### config.mk
export PLATFORM = sky130hd
export DESIGN_NAME = sync_down_counter
export DESIGN_NICKNAME = d
export VERILOG_FILES = /design/src/rtl/sync_down_counter.sv
export SDC_FILE = /design/constraint.sdc
export NUM_CORES = 1
export LEC_CHECK = 0
export BUFFER_PORTS_ARGS = -buffer_cell sky130_fd_sc_hd__buf_4
export CAP_MARGIN = 20
export CORE_AREA = 2 2 39 41
export CTS_BUF_LIST = sky130_fd_sc_hd__clkbuf_16
export CTS_CLUSTER_SIZE = 12
export DETAILED_ROUTE_END_ITERATION = 6
export DIE_AREA = 0 0 41 43
export GPL_ROUTABILITY_DRIVEN = 1
export HOLD_SLACK_MARGIN = 0.08
export PLACE_DENSITY = 0.6
export SLEW_MARGIN = 30
export SYNTH_ARGS = -nofsm -noshare
export SYNTH_HDL_FRONTEND = slang
export SYNTH_SLANG_ARGS = --single-unit
### constraint.sdc
create_clock -name clk -period 1.77 [get_ports clk]
set_input_delay 0.354 -clock clk [delete_from_list [all_inputs] [get_ports clk]]
set_output_delay 0.354 -clock clk [all_outputs]
set_load 0.1 [all_outputs]
### src/rtl/sync_down_counter.sv
`default_nettype none
// +----------------------------------------------------------------------------+
// | Module      : sync_down_counter                                             |
// | Description : Loadable synchronous down-counter / interval timer. A loaded  |
// |               value counts down to zero on enabled cycles. Expiry raises a  |
// |               one-cycle done pulse. tc flags q == 0 combinationally.        |
// |               Optional macro AUTO_RELOAD_EN: at expiry, reload q from the   |
// |               reload register and keep running (periodic timer).            |
// | Revision    : 1.0 - initial release                                         |
// +----------------------------------------------------------------------------+
module sync_down_counter #(
  parameter int WIDTH = 4
) (
  input  logic             clk,
  input  logic             rst,
  input  logic             load,
  input  logic [WIDTH-1:0] load_val,
  input  logic             en,
  input  logic             abort,
  output logic [WIDTH-1:0] q,
  output logic             busy,
  output logic             done,
  output logic             tc
);

  localparam logic [0:0] S_IDLE = 1'b0;
  localparam logic [0:0] S_RUN  = 1'b1;

  localparam logic [WIDTH-1:0] C_ZERO = '0;
  localparam logic [WIDTH-1:0] C_ONE  = {{(WIDTH-1){1'b0}}, 1'b1};

  logic [0:0]       state;
  logic [0:0]       state_nxt;
  logic [WIDTH-1:0] count;
  logic [WIDTH-1:0] count_nxt;
  logic [WIDTH-1:0] rld;
  logic [WIDTH-1:0] rld_nxt;
  logic             done_r;
  logic             done_nxt;

  // State register together with the count, reload value and done pulse.
  always_ff @(posedge clk) begin
    if (rst) begin
      state  <= S_IDLE;
      count  <= C_ZERO;
      rld    <= C_ZERO;
      done_r <= 1'b0;
    end else begin
      state  <= state_nxt;
      count  <= count_nxt;
      rld    <= rld_nxt;
      done_r <= done_nxt;
    end
  end

  // Next-state and datapath: load beats abort, abort beats counting.
  always_comb begin
    state_nxt = state;
    count_nxt = count;
    rld_nxt   = rld;
    done_nxt  = 1'b0;
    if (load) begin
      count_nxt = load_val;
      rld_nxt   = load_val;
      state_nxt = (load_val != C_ZERO) ? S_RUN : S_IDLE;
    end else if (abort) begin
      state_nxt = S_IDLE;
    end else if (state == S_RUN) begin
      if (count == C_ZERO) begin
        // Unreachable in normal operation; never wrap below zero.
        state_nxt = S_IDLE;
      end else if (en) begin
        if (count > C_ONE) begin
          count_nxt = count - C_ONE;
        end else begin
          // Expiry: count is 1 and an enabled cycle arrives.
          done_nxt = 1'b1;
`ifdef AUTO_RELOAD_EN
          count_nxt = rld;
          state_nxt = S_RUN;
`else
          count_nxt = C_ZERO;
          state_nxt = S_IDLE;
`endif
        end
      end
    end
  end

  // Outputs: busy and done come straight from registers, tc decodes the count.
  always_comb begin
    q    = count;
    busy = (state == S_RUN);
    done = done_r;
    tc   = (count == C_ZERO);
  end

endmodule
`default_nettype wire

==> out/metrics.yaml <==
synth-edff-count: 0
dieArea_um2: 1760
clock_sinks: 6
synthArstFlopShare: 0
grt_pass1_wl_mm: 1.52
core_region_area_um2: 1380
avgSynthCellArea_um2: 9.12
pwr-share-comb: 0.248
p_int_uw: 493
wl_per_cell_um: 12.9
crit_buf_inv: 2
overflow: 0
synth_seq_area_share: 0.321
post_cts_buffers: 0
ys_warn_count: 0
worst_pin_slew_ns: 0.341
synth_top_area_frac: 0.321
maxCapViolations: 0
min_period_ns: 1.66
syn_inst: 41
ctsResizeCount: 0
path_class: "reg2out"
clockPowerShare: 0.528
grt.busiest_layer: "met2"
finClkSkew_ns: 0.000791
p_sw_frac: 0.307
antenna_found_initial: 0
synthTopCellsByArea: "dfxtp_1 32%, ha_1 6.7%, nand3b_4 5.4%"
die_width_um: 41
grt_max_degree: 8
io_pins: 16
drtAntennaViolNets: 0
finalWeightedCongestion: 0.750
clkLatencyLatePin_ns: 0.23
maxSlewViolCount: 0
use_met2: 0.197
rsz0062_at_grt: "no"
fmax_mhz: 601
grt_usage: 0.137
worst_setup_path_end_kind: "primary output"
path_cells: "inv_4 -> ha_4 -> nor3b_4 -> buf_4"
io_buffers: 15
p_sw_uw: 219
cts_tree: "yes"
cts.clk_slew.worst_paths_ns: 0.04
num_vias: 389
drt_iter0_markers: 2
hold_viol: 0
post-route-period-util: 0.939
cp.required_ns: 1.42
cts_root_buf: "clkbuf_16"
powerDensity_nw_per_um2: 1150
final_core_utilization: 0.448
ctsHoldBuffers: 0
synth.largest_area_cell: "dfxtp_1"
status: "completed"
die_h_um: 43
synthDistinctLibCells: 24
first_pass_iters: 3
use_met3: 0.0628
whs_ns: 0.324
seq_power_share: 0.224
hold_class: "in2reg"
drc: 0
place_hpwl_um: 679
htreeDepth: 1
final_net_count: 72
synthTopCellsByCount: "6 x dfxtp_1, 4 x inv_1, 4 x nor2_1"
syn_to_final_growth_pct: 65.6
leakagePower_uw: 0.000273
finalSetupViolCount: 0
start_util: 0.270
cpPeakStageDelay_ns: 0.35
path_max_fanout: 4
drt-total-wl_um: 982
grt_pass1_vias: 372
ys_seq_elements: 6
vias_per_cell: 5.12
cts.path.max_buffers: 2
num_rows: 14
cp.arrival_ns: 1.31
power.total_uw: 712
irDropWorstVdd_mv: 0.903
nFillCells: 134
drive_gt1_frac: 0.483
antenna_cells: 0
synthMostInstantiatedCell: "dfxtp_1"
syn_area_um2: 374
cp-start-kind: "flop"
crit_family: "buffers and inverters"
ys.flop_type: "dfxtp_1"
cts_buffers: 3
critPathSlowestCell: "dfxtp_4"
grt_util_met1: 0.148
slew_headroom: 0.770
syn_nets: 52
layer usage:
layer | wire length (um) | up-vias
met5 | 0 | -
met4 | 30 | 0
met3 | 65 | 4
met2 | 478 | 12
met1 | 407 | 180
li1 | - | 193
state kept, by name, indices dropped and copies added, names as in the netlist:
signal  flops
q           4
busy        1
done        1
per-stage QoR:
| stage | instances | TNS [ns] | cell area (um2) | setup slack (ns) |
|---|---|---|---|---|
| floorplan | 41 | -0.883 | 408 | -0.245 |
| global placement | 72 | 0 | 541 | 0.372 |
| detailed placement | 72 | 0 | 541 | 0.353 |
| CTS | 76 | 0 | 619 | 0.106 |
| global route | 76 | 0 | 619 | 0.0521 |
| finish | 76 | 0 | 619 | 0.107 |
worst register-to-register path, delay by kind of cell (launching register included):
kind	cells	cell delay [ns]
flops	1	0.37
fa+ha+maj	1	0.15
buf+inv	1	0.04
simple gates	3	0.73
final timing paths:
check	cells after the start	slack (ns)	start	endpoint
setup / recovery	4	0.11	q[1]	tc
hold / removal	2	0.32	rst	q[3]
setup reg to reg	5	0.37	q[1]	done
hold reg to reg	2	0.58	q[1]	q[1]
kinds of logic after synthesis:
logic type,count (synthesis),share of synthesized area
DFF,6,0.321
muxes,1,0.0268
adders and majority gates,2,0.0669
buffers and inverters,4,0.0401
and+or+nand+nor,18,0.338
AOI/OAI and AO/OA,10,0.207
placed cells by master (no fill, tap or decap), types with 2 or more instances in the layout:
| cell type | synthesis | final |
|---|---|---|
| nand2_1 | 2 | 2 |
| or2_1 | 2 | 2 |
| dfxtp_4 | 0 | 2 |
| inv_1 | 4 | 3 |
| buf_4 | 0 | 15 |
| clkbuf_16 | 0 | 3 |
| dfxtp_2 | 0 | 2 |
| nor2_1 | 4 | 4 |
| inv_4 | 0 | 2 |
| dfxtp_1 | 6 | 2 |
| a21oi_1 | 3 | 3 |
| nand3_1 | 2 | 2 |
layout make-up:
class / instances / area, um2 / area share
Timing Repair Buffer: 15 / 113 / 0.182
Sequential cell: 6 / 130 / 0.210
Clock buffer: 3 / 75.1 / 0.121
Tap cell: 16 / 20.0 / 0.0323
Clock inverter: 1 / 3.75 / 0.00606
Inverter: 4 / 20.0 / 0.0323
Multi-Input combinational cell: 31 / 258 / 0.416
power by group through the flow:
stage                     logic, uW  registers, uW  clock network, uW
after floorplan                70.8            219                  0
after global placement          175            162                  0
after detailed placement        175            162                  0
after CTS                       177            160                379
after global routing            185            161                398
final                           176            160                376
Note: power is estimated with default switching activity, not from simulation.
